===== config.mk =====
export PLATFORM = sky130hd
export DESIGN_NAME = ast_packet_arbiter
export DESIGN_NICKNAME = d
export VERILOG_FILES = /design/src/rtl/ast_packet_arbiter.sv
export SDC_FILE = /design/constraint.sdc
export NUM_CORES = 1
export LEC_CHECK = 0
export CAP_MARGIN = 5
export CELL_PAD_IN_SITES_DETAIL_PLACEMENT = 0
export CELL_PAD_IN_SITES_GLOBAL_PLACEMENT = 2
export CORE_MARGIN = 1.5
export CORE_UTILIZATION = 23
export CTS_CLUSTER_DIAMETER = 200
export DETAILED_ROUTE_END_ITERATION = 12
export PLACE_DENSITY_LB_ADDON = 0.2
export SLEW_MARGIN = 40
export SYNTH_ARGS = -nofsm -noshare
export SYNTH_HDL_FRONTEND = slang
export SYNTH_SLANG_ARGS = --single-unit

===== constraint.sdc =====
create_clock -name clk_i -period 4.55 [get_ports clk_i]
set_input_delay 0.91 -clock clk_i [delete_from_list [all_inputs] [get_ports clk_i]]
set_output_delay 0.91 -clock clk_i [all_outputs]
set_load 0.01 [all_outputs]

===== src/rtl/ast_packet_arbiter.sv =====
// Packet-granular round-robin merge of N_SRC Avalon-ST sources onto one sink; one idle decision cycle per packet.
// Registered output, one cycle input-to-output; source ready falls in the same cycle the sink stalls a full output.
module ast_packet_arbiter #(
  parameter int DATA_W    = 64,
  parameter int EMPTY_W   = (DATA_W / 8 > 1) ? $clog2(DATA_W / 8) : 1,
  parameter int CHANNEL_W = 10,
  parameter int N_SRC     = 4,
  parameter int SRC_W     = (N_SRC > 1) ? $clog2(N_SRC) : 1
) (
  input  logic                               clk_i,
  input  logic                               arst_i,
  input  logic [N_SRC-1:0][DATA_W-1:0]       ast_data_i,
  input  logic [N_SRC-1:0]                   ast_startofpacket_i,
  input  logic [N_SRC-1:0]                   ast_endofpacket_i,
  input  logic [N_SRC-1:0]                   ast_valid_i,
  input  logic [N_SRC-1:0][EMPTY_W-1:0]      ast_empty_i,
  input  logic [N_SRC-1:0][CHANNEL_W-1:0]    ast_channel_i,
  output logic [N_SRC-1:0]                   ast_ready_o,
  output logic [DATA_W-1:0]                  ast_data_o,
  output logic                               ast_startofpacket_o,
  output logic                               ast_endofpacket_o,
  output logic                               ast_valid_o,
  output logic [EMPTY_W-1:0]                 ast_empty_o,
  output logic [CHANNEL_W-1:0]               ast_channel_o,
  input  logic                               ast_ready_i,
  output logic [SRC_W-1:0]                   ast_src_o,
  output logic                               drop_o
);

  typedef enum logic {IDLE, BUSY} state_e;

  state_e              state_q, state_d;
  logic [SRC_W-1:0]    grant_q, grant_d;
  logic [SRC_W-1:0]    last_grant_q, last_grant_d;

  logic [DATA_W-1:0]    data_q, data_d;
  logic                 sop_q, sop_d;
  logic                 eop_q, eop_d;
  logic                 valid_q, valid_d;
  logic [EMPTY_W-1:0]   empty_q, empty_d;
  logic [CHANNEL_W-1:0] channel_q, channel_d;
  logic [SRC_W-1:0]     src_q, src_d;
  logic                 drop_q, drop_d;

  logic                 req_found;
  logic [SRC_W-1:0]     req_idx;
  logic [SRC_W-1:0]     arb_cand;
  logic [N_SRC-1:0]     drop_vec;
  logic [N_SRC-1:0]     ready_vec;
  logic                 grant_rdy;
  logic                 load;

  // Round-robin search starting just after the previous winner.
  always_comb begin
    req_found = 1'b0;
    req_idx   = '0;
    arb_cand  = '0;
    for (int i = 1; i <= N_SRC; i++) begin
      arb_cand = SRC_W'((int'(last_grant_q) + i) % N_SRC);
      if (!req_found && ast_valid_i[arb_cand] && ast_startofpacket_i[arb_cand]) begin
        req_found = 1'b1;
        req_idx   = arb_cand;
      end
    end
  end

  always_ff @(posedge clk_i or posedge arst_i) begin
    if (arst_i) begin
      state_q      <= IDLE;
      grant_q      <= '0;
      last_grant_q <= SRC_W'(N_SRC - 1);
    end else begin
      state_q      <= state_d;
      grant_q      <= grant_d;
      last_grant_q <= last_grant_d;
    end
  end

  always_comb begin
    state_d      = state_q;
    grant_d      = grant_q;
    last_grant_d = last_grant_q;
    case (state_q)
      IDLE: begin
        if (req_found) begin
          state_d      = BUSY;
          grant_d      = req_idx;
          last_grant_d = req_idx;
        end
      end
      BUSY: begin
        if (load && ast_endofpacket_i[grant_q]) begin
          state_d = IDLE;
        end
      end
      default: state_d = IDLE;
    endcase
  end

  // Mid-packet words from anyone but the owner are swallowed; waiting SOPs are not.
  always_comb begin
    drop_vec  = '0;
    grant_rdy = 1'b0;
    for (int k = 0; k < N_SRC; k++) begin
      if (ast_valid_i[k] && !ast_startofpacket_i[k] &&
          !(state_q == BUSY && grant_q == SRC_W'(k))) begin
        drop_vec[k] = 1'b1;
      end
    end
    if (state_q == BUSY) begin
      grant_rdy = !valid_q || ast_ready_i;
    end
    ready_vec = drop_vec;
    if (state_q == BUSY) begin
      ready_vec[grant_q] = grant_rdy;
    end
    load = (state_q == BUSY) && ast_valid_i[grant_q] && grant_rdy;
  end

  always_comb begin
    data_d    = data_q;
    sop_d     = sop_q;
    eop_d     = eop_q;
    valid_d   = valid_q;
    empty_d   = empty_q;
    channel_d = channel_q;
    src_d     = src_q;
    if (load) begin
      data_d    = ast_data_i[grant_q];
      sop_d     = ast_startofpacket_i[grant_q];
      eop_d     = ast_endofpacket_i[grant_q];
      valid_d   = 1'b1;
      empty_d   = ast_empty_i[grant_q];
      channel_d = ast_channel_i[grant_q];
      src_d     = grant_q;
    end else if (ast_ready_i) begin
      data_d    = '0;
      sop_d     = 1'b0;
      eop_d     = 1'b0;
      valid_d   = 1'b0;
      empty_d   = '0;
      channel_d = '0;
      src_d     = '0;
    end
    drop_d = |drop_vec;
  end

  always_ff @(posedge clk_i or posedge arst_i) begin
    if (arst_i) begin
      data_q    <= '0;
      sop_q     <= 1'b0;
      eop_q     <= 1'b0;
      valid_q   <= 1'b0;
      empty_q   <= '0;
      channel_q <= '0;
      src_q     <= '0;
      drop_q    <= 1'b0;
    end else begin
      data_q    <= data_d;
      sop_q     <= sop_d;
      eop_q     <= eop_d;
      valid_q   <= valid_d;
      empty_q   <= empty_d;
      channel_q <= channel_d;
      src_q     <= src_d;
      drop_q    <= drop_d;
    end
  end

  // Ready is held low for the whole reset so no word is consumed while the block is held.
  assign ast_ready_o         = arst_i ? '0 : ready_vec;
  assign ast_data_o          = data_q;
  assign ast_startofpacket_o = sop_q;
  assign ast_endofpacket_o   = eop_q;
  assign ast_valid_o         = valid_q;
  assign ast_empty_o         = empty_q;
  assign ast_channel_o       = channel_q;
  assign ast_src_o           = src_q;
  assign drop_o              = drop_q;

endmodule

# Word-level counts from Yosys, hierarchy flattened
# Index checks and enable logic that the tools add are counted.
[totals]
out_inout_bits = 87
elab_cells = 126
latch_bits = 0
mem_bits_rw = 0
mem_bits_ro = 0
n_memories = 0
register_bits = 88
[op_classes]
n_lt_le_gt_ge = 6
eq_ne = 3
muxes = 61
add_sub_neg = 4
div = 0
mul = 0
bitwise = 1
reduce_logical = 40
n_shift = 0
[ops]
columns = ["operator", "count"]
rows = [
  ["$mux W64", 3],
  ["$bmux W64 S2", 1],
  ["$mux W10", 3],
  ["$mux W1", 27],
  ["$logic_and A1 B1 Y1", 23],
  ["$bmux W1 S2", 11],
  ["$bmux W10 S2", 1],
  ["$lt A2 B3 Y1 const B", 5],
  ["$logic_not A1 Y1", 12],
  ["$mux W2", 6],
  ["$mux W3", 3],
  ["$mux W4", 2],
  ["$bmux W3 S2", 1],
  ["$add A2 B1 Y2 const B", 2],
  ["$add A2 B2 Y2 const B", 2],
  ["$bwmux W4", 1],
  ["$eq A2 B2 Y1 const B", 2],
  ["$reduce_or A4 Y1", 1],
  ["$demux W1 S2", 1],
  ["$eq A2 B1 Y1 const B", 1],
  ["$ge A2 B1 Y1 const B", 1],
  ["$logic_not A2 Y1", 1],
  ["$pmux W1 S2", 1],
  ["$reduce_and A2 Y1", 1],
  ["3 further kinds", 3],
]

# Depth between registers and ports, before layout
# Gate-level depths: netlist of run 1.
[depth]
word_depth = 19
ltp_mapped = 7

# Worst setup path after synthesis of run 1
# Ideal clock, no wire load.
[synth_path]
path_kind = "input port to output port"
from = "in ast_ready_i"
to = "out ast_ready_o[0]"
path_slack_ns = 1.976
t_required_ns = 3.640
cell_stages = 5
t_arrival_ns = 1.664
cell_sequence = "buf_4 -> nand2b_1 -> clkbuf_1 -> mux2i_1 -> nor2_1"
[synth_via]
elab_chain_len = 5
[synth_rtl]
columns = ["item", "line", "source"]
rows = [
  ["start, declared", "25", "input logic ast_ready_i,"],
  ["$logic_or A1 B1 Y1", "111", "grant_rdy = !valid_q || ast_ready_i;"],
  ["$mux W1", "110", "if (state_q == BUSY) begin"],
  ["$bwmux W4", "115", "ready_vec[grant_q] = grant_rdy;"],
  ["$mux W4", "114", "if (state_q == BUSY) begin"],
  ["$mux W4", "171", "assign ast_ready_o = arst_i ? '0 : ready_vec;"],
  ["end, declared", "18", "output logic [N_SRC-1:0] ast_ready_o,"],
]
# Every way passes these cells.

# Worst setup path after layout of run 1
[layout_path]
from = "in ast_valid_i[1]"
to = "out ast_ready_o[1]"
[layout_via]
elab_chain_len = 6
[layout_rtl]
columns = ["item", "line", "source"]
rows = [
  ["start, declared", "15", "input logic [N_SRC-1:0] ast_valid_i,"],
  ["$logic_and A1 B1 Y1 (*) (2 in series)", "105", "if (ast_valid_i[k] && !ast_startofpacket_i[k] &&"],
  ["$mux W1 (*)", "105", ""],
  ["$bwmux W4", "115", ""],
  ["$mux W4 (*)", "114", ""],
  ["$mux W4 (*)", "171", ""],
]
# Every way passes the cells marked *; elsewhere a longest branch is shown, timed or not.

==> results of run 1 <==
sequential cells by signal, indices dropped and copies added (netlist names):
register / flops
ast_channel_o: 10
ast_data_o: 64
ast_empty_o: 3
ast_endofpacket_o: 1
ast_src_o: 2
ast_startofpacket_o: 1
ast_valid_o: 1
drop_o: 1
grant_q: 2
last_grant_q: 2
state_q: 1
worst min-delay path, cell delays in order, from the launching register on:
cell and delay, ps:
sky130_fd_sc_hd__dfrtp_1 370, sky130_fd_sc_hd__inv_1 50, sky130_fd_sc_hd__o32ai_1 80
through the flow:
step	total power [mW]	area [um2]	setup WS, ps	utilization [%]
after floorplan	3.322	6042	1365	-
after global placement	4.530	10370	1116	40.03
after detailed placement	4.559	10380	1100	40.06
after CTS	5.350	10680	1098	41.21
after global routing	5.569	10690	932.6	41.25
final	5.235	10690	1093	41.25
cells by family after synthesis:
group | after synthesis | share of synthesized area (%)
muxes | 167 | 45.89
and+or+nand+nor | 110 | 11.00
DFF | 88 | 36.49
buffers and inverters | 44 | 4.411
AOI/OAI and AO/OA | 17 | 2.216
metal layers:
metal  track usage, %  vias to the layer above
li1                 -                     2401
met3            3.571                       17
met5                0                        -
met1            18.20                     2588
met2            29.73                      194
met4            4.341                        0
power breakdown:
part	leakage, nW	switching [mW]	internal, mW
registers	1.13	0.234	1.10
logic	2.87	1.20	1.94
clock network	0.145	0.320	0.440
total	4.14	1.75	3.48
layout make-up:
cell class | instances | share of cell area [%]
clock inverters | 5 | 0.5268
clock buffers | 11 | 2.271
repair buffers | 415 | 38.93
inverters | 5 | 0.2458
well taps | 335 | 3.922
multi-input cells | 294 | 33.41
flip-flops and latches | 88 | 20.70
how the worst max path moves through the flow:
stage                     slack, ps               end      startpoint
after detailed placement       1100    ast_ready_o[1]  ast_valid_i[1]
after global routing            930    ast_ready_o[3]  ast_valid_i[3]
after floorplan                1360  ast_channel_o[0]          arst_i
after CTS                      1100    ast_ready_o[1]  ast_valid_i[1]
final                          1090    ast_ready_o[1]  ast_valid_i[1]
after global placement         1120    ast_ready_o[1]  ast_valid_i[1]
layout by cell type, fill, tap and decap left out, types with 2 or more instances in the layout:
master	synthesis	layout
sky130_fd_sc_hd__clkbuf_16	0	9
sky130_fd_sc_hd__clkinv_2	0	2
sky130_fd_sc_hd__mux2_2	80	80
sky130_fd_sc_hd__dfrtp_4	0	2
sky130_fd_sc_hd__nand2_1	5	5
sky130_fd_sc_hd__o2111ai_1	2	2
sky130_fd_sc_hd__clkdlybuf4s50_1	0	408
sky130_fd_sc_hd__mux4_2	80	80
sky130_fd_sc_hd__nand3_1	3	3
sky130_fd_sc_hd__a22o_1	2	2
sky130_fd_sc_hd__dfstp_2	2	2
sky130_fd_sc_hd__nor2_1	8	8
sky130_fd_sc_hd__buf_4	4	3
sky130_fd_sc_hd__mux2i_1	7	7
sky130_fd_sc_hd__nand2b_1	3	3
sky130_fd_sc_hd__a22oi_1	2	2
sky130_fd_sc_hd__nor2b_1	84	84
sky130_fd_sc_hd__inv_1	4	3
sky130_fd_sc_hd__buf_6	9	3
sky130_fd_sc_hd__a21oi_1	2	2
sky130_fd_sc_hd__dfrtp_1	86	84
==> metrics list, run 1 <==
- The max-slew violation count was 0.
- Sequential area share after synthesis: roughly 36%
* Worst hold stages: 2
- Count of inserted antenna diode cells: 0
* GR Overflow Total: 0
* Top metal layer carrying routed signals: met4
- Final worst-path cycle share: approximately three quarters
- Dividing the detail-routed via count by the number of cells gives about 4.5.
- Ports: 410
* Total Routing Usage GR: about 16%
- The largest total area in the synthesized netlist belongs to sky130_fd_sc_hd__dfrtp_1.
- Detailed Route WL: 22.66 mm
- Cells after synthesis: 426
* DRT antenna net count: 0
- F_max: between 0.2 and 0.3 GHz
* Core box area: 0.02591 mm2
- CTS Hold Buffers Added: 0
- The count of buffers added on input and output ports is roughly 410.
- Worst path arrival time: approximately 2600 ps
- Number of register bits inferred by synthesis: just under 90
- The clock period could shrink to around 3500 ps.
* Met3 layer wire length in the routed design: approximately 1.6 mm
* DIE HEIGHT: roughly 170 um
- Leading post-synthesis cells by cell area: sky130_fd_sc_hd__dfrtp_1, sky130_fd_sc_hd__mux4_2, sky130_fd_sc_hd__mux2_2, sky130_fd_sc_hd__nor2b_1, sky130_fd_sc_hd__buf_6
- X dimension of the die: 165.1 um
* Maximum number of pins on one net before global-route repair: 82
* Post-synth net total: about 750
- Final-report hold violation count: 0
- Instance count after placement with tap cells included: ~1100
- Once the clock tree was built, the setup fixing pass inserted 0 buffers.
- The tree is rooted in a sky130_fd_sc_hd__clkbuf_16.
* Nets@finish: 1136
* Worst-path maximum fanout: 8
- In this run the worst hold path is classified as reg -> reg.
- For this design the static power due to leakage is between 4 and 5 nW.
- Synth warnings: 0
- TritonCTS built the clock tree.
* Post-synth EDFFs: 0
* Count of unresolved DRC violations after routing: 0
* Setup repair after global routing missed its margin: false
- Number of CTS-inserted buffers: 9
- The H-tree generated during clock tree synthesis spans 3 levels.
- For the final routed database, the setup TNS stands at 0 ps.
- The number of global-route vias before repair is ~5400.
- Setup violations remaining at the end of the flow were counted as 0.
- Primary FF master, synth: sky130_fd_sc_hd__dfrtp_1
* Met2 Wirelength: between 10 and 15 mm
* Fraction of synthesis flops using an asynchronous set or reset pin: 100.0%
- Worst Hold End: ast_src_o[0]
- Final-layout worst hold slack: roughly 550 ps
- Clock latency on the worst-skew pair, taken at its later pin, is 340 ps.
- The critical path runs through a total of 5 cells.
* Area growth from synthesis to layout: 76.89%
- Startpoint class of the critical path: input port
* First-pass GRT wire length: 32.33 mm
- Maximum number of buffers from clock root to sink: 2
- The detailed router put a total of 8.365 mm of wire on met1.
* Syn Std Cell Area: 0.006042 mm2
* Initial cell density of the core: roughly a quarter
* Power per cell area: roughly 500 mW/mm2
* Buf/Inv on CP: 2
- The first detailed-routing pass took 4 iterations.
- Multi-input gate area in the final layout: ~0.0036 mm2
* Resized cells post-CTS: 0
* Routed length per instance: roughly 20 um
* Endpoint required time on the critical path: 3640 ps
- The startpoint identified for the worst register-to-register timing path is grant_q[1].
- The worst hold path begins at ast_src_o[0].
- Most frequent cell on the critical path: sky130_fd_sc_hd__clkdlybuf4s50_1
- Synthesized area per cell: 14.18 um2
* Cell count of the worst reg-to-reg path: 4
* Outcome: finished, final reports clean
- Worst-path clk slew: approximately 60 ps
- Fraction of layout instances using a drive strength above 1: between 20% and 30%
- Critical Path Sink Type: output pin
- Cell breakdown of the critical path: clkdlybuf4s50_1 -> nor2b_1 -> mux2i_1 -> nor2_1 -> clkdlybuf4s50_1
- Antenna violations before repair: 0
- Crit path max-delay family: buffers and inverters
- Via count: between 5000 and 6000
- Finished Layout Cells: around 1200
- Detailed placement finished with a half-perimeter wire length of about 18 mm.
- The filler cells instantiated in the layout total 2438.
- In this run the critical register-to-register path is captured at ast_data_o[0].
- The critical path is of the in -> out type.
- Final setup skew: between 9 and 10 ps
- Measured against its own limit, the worst slew margin works out to 55.82%.
- Routability congestion estimate: 0.7676
- Across the VDD grid, the largest voltage drop is between 0.2 and 0.25 mV.
- Number of rows in the core area: 59
- Slew at the pin with the worst max-slew slack: between 600 and 700 ps
* Number of sinks handled by clock tree synthesis: between 80 and 90
* Stage delay of the slowest cell on the critical path: a little over 600 ps
- The die covers 0.02725 mm2.
* Slowest stage cell on the critical path: sky130_fd_sc_hd__clkdlybuf4s50_1
- Area share of the largest cell type after synthesis: a little over a third
* Synth cell types: 38
- Commonest cells post-synth: sky130_fd_sc_hd__dfrtp_1, sky130_fd_sc_hd__nor2b_1, sky130_fd_sc_hd__mux2_2, sky130_fd_sc_hd__mux4_2, sky130_fd_sc_hd__clkbuf_1
* Footprint of the flip-flops and latches: roughly 0.0022 mm2
- Reg-to-reg slack, setup: 1920 ps
- Most frequent cell after synthesis: sky130_fd_sc_hd__dfrtp_1
- The detailed router finished its first iteration with between 100 and 150 violations.
* Max cap viols: 0
No activity file was read; power rests on OpenSTA's default activity.
==> run 2, diff against run 1 <==
--- a/config.mk
+++ b/config.mk
@@ -9,7 +9,7 @@
 export CELL_PAD_IN_SITES_DETAIL_PLACEMENT = 0
 export CELL_PAD_IN_SITES_GLOBAL_PLACEMENT = 2
 export CORE_MARGIN = 1.5
-export CORE_UTILIZATION = 23
+export CORE_UTILIZATION = 21
 export CTS_CLUSTER_DIAMETER = 200
 export DETAILED_ROUTE_END_ITERATION = 12
 export PLACE_DENSITY_LB_ADDON = 0.2
==> constraint.sdc (replaced) <==
create_clock -name clk_i -period 3.3 [get_ports clk_i]
set_input_delay 0.66 -clock clk_i [delete_from_list [all_inputs] [get_ports clk_i]]
set_output_delay 0.66 -clock clk_i [all_outputs]
set_load 0.01 [all_outputs]
==> metrics list, run 2 (synthesis results as in run 1) <==
- Outcome: finished, final reports clean
- First-pass GRT wire length: between 30 and 40 mm
- The number of global-route vias before repair came to slightly below 6000.
- The setup path with the least slack is of type in -> out.
* Via density per instance: about 4.4
- The number of antenna violations at the first check in global routing came to 1.
- The worst path needs 2967 ps of the cycle, external delays included.
- The clock net in this run drives a total of 88 sinks.
- Post-CTS Setup Repair Bufs: 0
- Power per cell area: ~680 mW/mm2
- Final worst-path cycle share: 89.90%
- Detailed Place HPWL: about 19 mm
- GR Overflow Total: 0
- DRT antenna net count: 0
- Cell breakdown of the critical path: clkdlybuf4s50_1 -> nor2b_1 -> mux2i_1 -> nor2_1 -> clkdlybuf4s50_1
* Instance count after placement with tap cells included: 1184
- Between clock sinks in the finished design, the worst skew comes to roughly 11 ps.
- Finished Layout Cells: around 1200
- Slowest stage cell on the critical path: sky130_fd_sc_hd__clkdlybuf4s50_1
* CTS Hold Buffers Added: 0
* Worst path arrival time: about 2300 ps
* Count of unresolved DRC violations after routing: 0
* DIE HEIGHT: about 170 um
- Cell chosen for the clock root: sky130_fd_sc_hd__clkbuf_16
* Total Routing Usage GR: 15.67%
- Number of rows in the core area: 61
* Routed length per instance: 19.57 um
* Endpoint required time on the critical path: between 2000 and 3000 ps
* Maximum number of pins on one net before global-route repair: 89
- Cell count of the worst reg-to-reg path: 3
* Number of CTS-inserted buffers: 9
* Commonest non-fill, non-tap cells in the layout: sky130_fd_sc_hd__clkdlybuf4s50_1, sky130_fd_sc_hd__nor2b_1, sky130_fd_sc_hd__dfrtp_1
* Clock Latency Late Sink: between 300 and 400 ps
- Detailed Route WL: 23.45 mm
- The routed layout has about 5300 vias.
- P_sw: roughly 2.4 mW
- Cells fill between 30% and 40% of the core in the end.
- At the pin with the least slew margin, the transition time is 689.8 ps.
- Sequential cell fraction of total power: 24.3%
- Switching share of power: around a third
- Combinational power share: 60.5%
* Resized cells post-CTS: 0
- Router iterations before antenna repair: 4
- The register with the most flip-flops in the layout has between 60 and 70 of them.
- Maximum number of buffers from clock root to sink: 2
* Routability congestion estimate: approximately 0.96
- In the final design database the tool counted ~1100 nets.
- Once the floorplan was initialized, standard cells occupied a little over a fifth of the core.
* Setup repair after global routing missed its margin: false
* Max cap viols: 0
- Slew headroom: 54.01%
* TritonCTS clock tree: done
* Number of fill cells in the layout: between 2000 and 3000
- Count of inserted antenna diode cells: 0
- In the final layout, the share of cells above drive strength 1 is around a quarter.
* Critical Path Sink Type: output pin
- Leaving out fill and tap cells, the most frequent cell in the layout is sky130_fd_sc_hd__clkdlybuf4s50_1.
- Worst hold stages: 2
- Core box area: around 0.028 mm2
- Startpoint class of the critical path: input port
- The hold violation count in the final report was 0.
- The analysis attributes to cell leakage a power of 4.167 nW.
* Stage delay of the slowest cell on the critical path: approximately 560 ps
* Worst-path maximum fanout: 5
* Worst hold path type: reg -> reg
- H-tree levels: 3
* Total setup violations reported at the end of the flow: 0
- Final slew viol count: 0
- After clock tree synthesis, the clock-pin slew on the worst setup and hold paths is roughly 60 ps.
* Iteration-0 DRC Markers: approximately 180
- Total die area: ~0.030 mm2
- Area growth from synthesis to layout: 78.69%
* X dimension of the die: about 170 um
* Ports: 410
- After routing, the total negative slack on setup checks comes to 0 ps.
- Across the VDD grid, the largest voltage drop is approximately 0.45 mV.
* Clk network pwr share: ~15%
- Count of port buffers added during placement: 409
- In this design, the critical path's most frequently occurring cell is sky130_fd_sc_hd__clkdlybuf4s50_1.
- Internal power comes to about 4.9 mW.
- F_max: 0.3371 GHz
## run 2: cell type report
cell class,count,area [um2],share of cell area [%]
Sequential cell,88,2212,20.49
Clock inverter,3,67.56,0.6258
Tap cell,378,473.0,4.381
Inverter,5,21.27,0.1970
Multi-Input combinational cell,294,3571,33.07
Clock buffer,11,242.7,2.248
Timing Repair Buffer,419,4209,38.98
## run 2: final timing paths
path / startpoint / endpoint / slack, ps
max in group asynchronous: arst_i / ast_data_o[54] / 1990
setup reg to reg: grant_q[0] / ast_data_o[37] / 1190
hold reg to reg: ast_src_o[0] / ast_src_o[0] / 550
min in group asynchronous: arst_i / drop_o / 840
setup / recovery: ast_valid_i[0] / ast_ready_o[0] / 330
hold / removal: ast_src_o[0] / ast_src_o[0] / 550
## run 2: per-layer routing
| layer | wire, um | global-route usage [%] | up-vias |
|---|---|---|---|
| li1 | - | - | 2400 |
| met1 | 9015 | 17.60 | 2598 |
| met2 | 12600 | 28.95 | 229 |
| met3 | 1346 | 3.650 | 24 |
| met4 | 487 | 5.227 | 0 |
| met5 | 0 | 0 | - |
## run 2: power groups by stage
stage | combinational [mW] | clock (mW) | sequential, mW
6_report | 4.43 | 1.11 | 1.78
5_1_grt | 4.77 | 1.20 | 1.84
4_1_cts | 4.54 | 1.15 | 1.79
3_5_place_dp | 4.52 | 0 | 1.80
3_3_place_gp | 4.47 | 0 | 1.79
2_1_floorplan | 2.68 | 0 | 1.90
## run 2: critical path: cells and delay by family
family,cells,cell delay (ps)
buffers and inverters,2,1110
multiplexers,1,130
AND/OR/NAND/NOR,2,410
## run 2: metrics by stage
step                cell area (um2)  hold WS, ps  setup WS [ps]  power, mW
CTS                           10790        562.7          340.9      7.476
global route                  10800        587.8          227.5      7.807
detailed placement            10480        557.4          351.8      6.314
global placement              10480        543.4          366.5      6.259
finish                        10800        553.8          333.3      7.318
floorplan                      6042        499.6          364.8      4.581
